`src/rtl/mips_br_pkg.sv`:
```
// Shared types for the execute-stage branch resolver: the per-instruction
// prediction metadata record, the resolver state and the PC width.
package mips_br_pkg;

    localparam int ADDR_W = 30;

    typedef struct packed {
        logic              valid;
        logic              is_cf;
        logic [ADDR_W-1:0] pc;
        logic              pred_taken;
        logic [ADDR_W-1:0] pred_target;
    } br_meta_t;

    typedef enum logic {
        IDLE  = 1'b0,
        FLUSH = 1'b1
    } br_state_t;

    // Sequential fetch address after a branch and its delay slot(s), mod 2^ADDR_W.
    function automatic logic [ADDR_W-1:0] fall_through(input logic [ADDR_W-1:0] pc,
                                                       input int delay_slot);
        return pc + ADDR_W'(1 + delay_slot);
    endfunction

endpackage

```
`src/rtl/mips_br_meta_pipe.sv`:
```
// Two-stage (ID, EX) metadata register pipe. Holds on stall; clear_i drops
// both valid bits and takes priority over advance_i.
module mips_br_meta_pipe
    import mips_br_pkg::*;
(
    input  logic     clk,
    input  logic     rst_b,
    input  logic     advance_i,
    input  logic     clear_i,
    input  br_meta_t if_meta_i,
    output br_meta_t ex_meta_o
);

    br_meta_t id_q;
    br_meta_t ex_q;

    always_ff @(posedge clk) begin
        if (!rst_b) begin
            id_q <= '0;
            ex_q <= '0;
        end else if (clear_i) begin
            id_q.valid <= 1'b0;
            ex_q.valid <= 1'b0;
        end else if (advance_i) begin
            id_q <= if_meta_i;
            ex_q <= id_q;
        end
    end

    assign ex_meta_o = ex_q;

endmodule

```
`src/rtl/mips_branch_resolve.sv`:
```
// Execute-stage branch resolution: compares prediction metadata with the
// actual outcome, emits update records and a one-cycle redirect/flush.
// Optional saturating statistics counters are enabled by MIPS_BR_STATS_EN.
module mips_branch_resolve
    import mips_br_pkg::*;
#(
    parameter int DELAY_SLOT = 1,
    parameter int CNT_W      = 16
) (
    input  logic              clk,
    input  logic              rst_b,
    input  logic              stall,
    input  logic              if_valid,
    input  logic              if_is_cf,
    input  logic [ADDR_W-1:0] if_pc,
    input  logic              if_pred_taken,
    input  logic [ADDR_W-1:0] if_pred_target,
    input  logic              ex_taken,
    input  logic [ADDR_W-1:0] ex_target,
    output logic              redirect_valid,
    output logic [ADDR_W-1:0] redirect_pc,
    output logic              flush,
    output logic              upd_valid,
    output logic [ADDR_W-1:0] upd_pc,
    output logic              upd_taken,
    output logic [ADDR_W-1:0] upd_target,
    output logic              upd_mispred,
    output logic [CNT_W-1:0]  stat_branches,
    output logic [CNT_W-1:0]  stat_mispred
);

    br_state_t state_q;
    br_meta_t  if_meta;
    br_meta_t  ex_meta;
    logic      advance;
    logic      resolve;
    logic      mispred;

    assign if_meta = '{valid: if_valid, is_cf: if_is_cf, pc: if_pc,
                       pred_taken: if_pred_taken, pred_target: if_pred_target};

    assign advance = (state_q == IDLE) && !stall;
    assign resolve = advance && ex_meta.valid && ex_meta.is_cf;
    assign mispred = (ex_meta.pred_taken != ex_taken) ||
                     (ex_meta.pred_taken && ex_taken && (ex_meta.pred_target != ex_target));

    mips_br_meta_pipe u_pipe (
        .clk       (clk),
        .rst_b     (rst_b),
        .advance_i (advance),
        .clear_i   (state_q == FLUSH),
        .if_meta_i (if_meta),
        .ex_meta_o (ex_meta)
    );

    always_ff @(posedge clk) begin
        if (!rst_b) begin
            state_q        <= IDLE;
            redirect_valid <= 1'b0;
            redirect_pc    <= '0;
            flush          <= 1'b0;
            upd_valid      <= 1'b0;
            upd_pc         <= '0;
            upd_taken      <= 1'b0;
            upd_target     <= '0;
            upd_mispred    <= 1'b0;
        end else begin
            redirect_valid <= 1'b0;
            flush          <= 1'b0;
            upd_valid      <= 1'b0;
            case (state_q)
                IDLE: begin
                    if (resolve) begin
                        upd_valid   <= 1'b1;
                        upd_pc      <= ex_meta.pc;
                        upd_taken   <= ex_taken;
                        upd_target  <= ex_target;
                        upd_mispred <= mispred;
                        if (mispred) begin
                            redirect_valid <= 1'b1;
                            flush          <= 1'b1;
                            redirect_pc    <= ex_taken ? ex_target
                                                       : fall_through(ex_meta.pc, DELAY_SLOT);
                            state_q        <= FLUSH;
                        end
                    end
                end
                FLUSH:   state_q <= IDLE;
                default: state_q <= IDLE;
            endcase
        end
    end

`ifdef MIPS_BR_STATS_EN
    logic [CNT_W-1:0] br_cnt_q;
    logic [CNT_W-1:0] mp_cnt_q;

    always_ff @(posedge clk) begin
        if (!rst_b) begin
            br_cnt_q <= '0;
            mp_cnt_q <= '0;
        end else if (resolve) begin
            if (br_cnt_q != '1) br_cnt_q <= br_cnt_q + 1'b1;
            if (mispred && (mp_cnt_q != '1)) mp_cnt_q <= mp_cnt_q + 1'b1;
        end
    end

    assign stat_branches = br_cnt_q;
    assign stat_mispred  = mp_cnt_q;
`else
    assign stat_branches = '0;
    assign stat_mispred  = '0;
`endif

endmodule
```
`config.mk`:
```
export PLATFORM = sky130hd
export DESIGN_NAME = mips_branch_resolve
export DESIGN_NICKNAME = d
export VERILOG_FILES = /design/src/rtl/mips_br_pkg.sv /design/src/rtl/mips_br_meta_pipe.sv /design/src/rtl/mips_branch_resolve.sv
export SDC_FILE = /design/constraint.sdc
export NUM_CORES = 1
export LEC_CHECK = 0
export ABC_AREA = 1
export BUFFER_PORTS_ARGS = -buffer_cell sky130_fd_sc_hd__buf_2
export CORE_MARGIN = 3
export CORE_UTILIZATION = 56
export DETAILED_ROUTE_END_ITERATION = 8
export PLACE_DENSITY = 0.85
export SLEW_MARGIN = 10
export SYNTH_ARGS = -nofsm -noshare
export SYNTH_HDL_FRONTEND = slang
export SYNTH_HIERARCHICAL = 1
export SYNTH_SLANG_ARGS = --single-unit
```
`constraint.sdc`:
```
create_clock -name clk -period 2.55 [get_ports clk]
set_input_delay 0.1275 -clock clk [delete_from_list [all_inputs] [get_ports clk]]
set_output_delay 0.1275 -clock clk [all_outputs]
set_load 0.02 [all_outputs]
```
==> run_results.csv <==
group,metric,value,unit
global_route,antenna_violations_before_repair,0,
drt,vias_per_cell,5.20,
worst_setup_path,critPathLaunchType,"flip-flop",
sta,fin_crit,1.95,ns
power,irDropWorstVdd,418,uV
sta,period_share,0.766,
cells_and_area,drive_above_1_share,0.143,
power,power.static_leakage,6.49,nW
cts,clkTransAtPathRegs,0.06,ns
sta,unrepaired_setup_endpoints_after_global_routing,"false",
cts,clockBufferDepth,3,
drt,antenna_left,0,
floorplanning,std_cell_rows,49,
logic_synthesis,post_synth_num_cell_types,33,
floorplanning,starting_utilization_of_the_core_area,0.576,
worst_setup_path,critPathArrivalTime,2.36,ns
drt,drt-initial-drc-count,1187,
logic_synthesis,synthTopCellsByArea,"dfxtp_1, nor2_1, nand2_1",
cts,cts.sinks,220,
worst_setup_path,critPathCaptureType,"flip-flop",
floorplanning,floorplan.die_area,20300,um2
worst_hold_path,hold_path_depth,3,
logic_synthesis,postSynthCellCount,1575,
logic_synthesis,portion_of_the_post_synthesis_area_used_by_sequential_elements,0.422,
logic_synthesis,netlist.area_leader.share,0.422,
worst_hold_path,hold_class,"input port to flip-flop",
floorplanning,die_width,143,um
power,pwr_density_cell,604,nW/um2
cells_and_area,nets,1902,
cts,tritoncts.num_buffers,23,
sta,setup_tns,0,ns
power,total_power,0.00777,W
cells_and_area,area_growth,23.1,%
worst_setup_path,crit-reg2reg-launch,"flush$_SDFF_PP0_",
global_route,vias_in_the_first_global_route,9656,
cts,cts_tree,"built",
drt,detailroute.via_count,10620,
place,globalplace.congestion,0.970,
sta,worst_slew_margin_rel,0.493,
cells_and_area,layout_commonest_cell,"nor2_1",
cts,cts_htree_levels,1,
global_route,grt_max_degree,75,
logic_synthesis,mapped_cell_area,10400,um2
logic_synthesis,number_of_synthesized_register_bits,220,
drt,remaining_drc_errors,0,
sta,final_setup_skew,0.0278,ns
cts,post-cts-setup-buffer-count,0,
logic_synthesis,postSynthAreaPerCell,6.63,um2
sta,setup_slack,0.598,ns
global_route,grtUsageTotal,0.293,
worst_setup_path,rrSetupSlack,0.60,ns
cells_and_area,seq_area,4400,um2
sta,timing.fmax,512,MHz
worst_hold_path,hp-start,"rst_b",
sta,timing_hold_violations_final,0,
worst_hold_path,endpoint_of_the_worst_hold_path,"redirect_pc[16]$_SDFFE_PN0P_",
logic_synthesis,synth_top_flop_cell,"dfxtp_1",
logic_synthesis,yosys_warnings,6,
worst_setup_path,critical_path_peak_fanout,31,
drt,detail_route.wl_per_cell,15.2,um
sta,worst_hold_margin,0.0604,ns
cells_and_area,num_antenna_cells,0,
cells_and_area,mostFrequentLayoutCells,"nor2_1, nand2_1, dfxtp_1, buf_2, inv_1",
place,dp_slack,0.687,ns
worst_setup_path,critical_path.reg2reg.endpoint,"redirect_pc[1]$_SDFFE_PN0P_",
cts,cts-root-buf,"clkbuf_16",
drt,route.final.wire_length,31.1,mm
job,maxCapViolations,0,
floorplanning,io-pin-count,224,
place,place_inst,1916,
worst_setup_path,r2r_cells,7,
sta,worst_pin_slew,0.760,ns
logic_synthesis,synth_area_leader_cell,"dfxtp_1",
status,status,"finished clean",
drt,dr_pass1_iterations,5,
cells_and_area,final_cell_count_no_fill,2044,
place,place_hpwl,20.9,mm
cts,clk_latency,0.52,ns
floorplanning,die_y,143,um
place,count_of_buffers_inserted_at_the_top_level_ports,191,
global_route,global_route_wire_length_before_repair,48.7,mm
cells_and_area,num-fill-cells,1463,
global_route,grt_overflow_total,0,
floorplanning,core_area,18100,um2
worst_setup_path,setup.worst_path.class,"flip-flop to flip-flop",
worst_setup_path,worst_ep_required_time,2.95,ns
logic_synthesis,number_of_flops_mapped_to_enable_cells_by_yosys,0,
sta,final-setup-viol-count,0,
sta,report.final.slew_viol_count,0,
cells_and_area,multi_input_comb_area,4760,um2
logic_synthesis,synthArstFlopShare,0,
## how the worst max path moves through the flow
| stage | start | end | slack, ns | cells past startpoint |
|---|---|---|---|---|
| 2_1_floorplan | flush$_SDFF_PP0_ | redirect_pc[10]$_SDFFE_PN0P_ | 0.94 | 7 |
| 3_3_place_gp | u_pipe/ex_meta_o[32]$_SDFFE_PN0P_ | redirect_pc[27]$_SDFFE_PN0P_ | 0.74 | 12 |
| 3_5_place_dp | u_pipe/ex_meta_o[32]$_SDFFE_PN0P_ | redirect_pc[19]$_SDFFE_PN0P_ | 0.69 | 13 |
| 4_1_cts | u_pipe/ex_meta_o[33]$_SDFFE_PN0P_ | redirect_pc[19]$_SDFFE_PN0P_ | 0.67 | 13 |
| 5_1_grt | u_pipe/ex_meta_o[33]$_SDFFE_PN0P_ | redirect_pc[27]$_SDFFE_PN0P_ | 0.48 | 12 |
| 6_report | flush$_SDFF_PP0_ | redirect_pc[1]$_SDFFE_PN0P_ | 0.60 | 7 |
## flip-flops by register name (all words and copies together) (netlist names)
name and flops:
u_pipe/id_q 63, upd_valid 1, upd_mispred 1, upd_pc 30, upd_target 30, upd_taken 1
flush 1, u_pipe/ex_meta_o 63, redirect_pc 30
## kinds of logic (layout without fill, tap and decap cells)
family,count (synthesis),in the layout,synth area share
buf+inv,313,522,0.135
simple gates,851,851,0.336
xor+xnor,31,31,0.0260
fa+ha+maj,2,2,0.00239
compound gates,152,152,0.0737
flops,220,220,0.422
mux,5,5,0.00479
other cells,1,32,0.000359
## where the power goes
part	leakage, nW	switching, W	total, W	internal, W
clock network	0.327	0.00133	0.00310	0.00177
registers	1.80	0.000114	0.00369	0.00358
logic	4.36	0.000592	0.000981	0.000388
## timing repair
action,in CTS,in global routing
hold buffers,91,0
resized for setup,0,0
hold endpoints to repair,91,0
## synth_stat cells, types with 2 or more instances
library cell / n
inv_1: 179
inv_2: 7
ha_1: 2
o21ai_1: 5
nand3b_1: 5
buf_4: 40
nor2_2: 2
a21oi_1: 67
dfxtp_1: 220
nor3_1: 6
a22oi_1: 2
buf_2: 32
nand4_1: 6
nor2_1: 378
xor2_1: 10
clkbuf_1: 24
nand2_1: 277
nand2_2: 4
buf_6: 6
buf_1: 23
clkinv_1: 2
nand3_1: 166
nor2_4: 3
mux2i_1: 5
o21ai_0: 76
xnor2_1: 21
## layout make-up
class | count | area share
clock inverters | 5 | 0.00282
multi-input cells | 1073 | 0.370
inverters | 188 | 0.0550
repair buffers | 297 | 0.157
clock buffers | 32 | 0.0505
flip-flops and latches | 220 | 0.342
well taps | 229 | 0.0223
## per-layer routing
metal	track usage	part of all wire	up-vias
met2	0.446	0.43	561
met4	0.150	0.055	0
met3	0.0477	0.088	125
met5	0	0	-
met1	0.404	0.42	4692
li1	-	-	5242
## worst max-delay path, cell delays in order, from the launching register on
cell and delay, ns:
dfxtp_1 0.56, nor2_4 0.08, nand3_2 0.12, clkinv_2 0.39, nand2_2 0.44, nand2_1 0.10
nand2_1 0.09, nor2_1 0.04
## through the flow
step | utilization | cell area (um2)
global route | 0.709 | 12900
global placement | 0.621 | 11300
floorplan | - | 10600
finish | 0.709 | 12900
CTS | 0.709 | 12900
detailed placement | 0.621 | 11300
No activity file was read; power rests on OpenSTA's default activity.
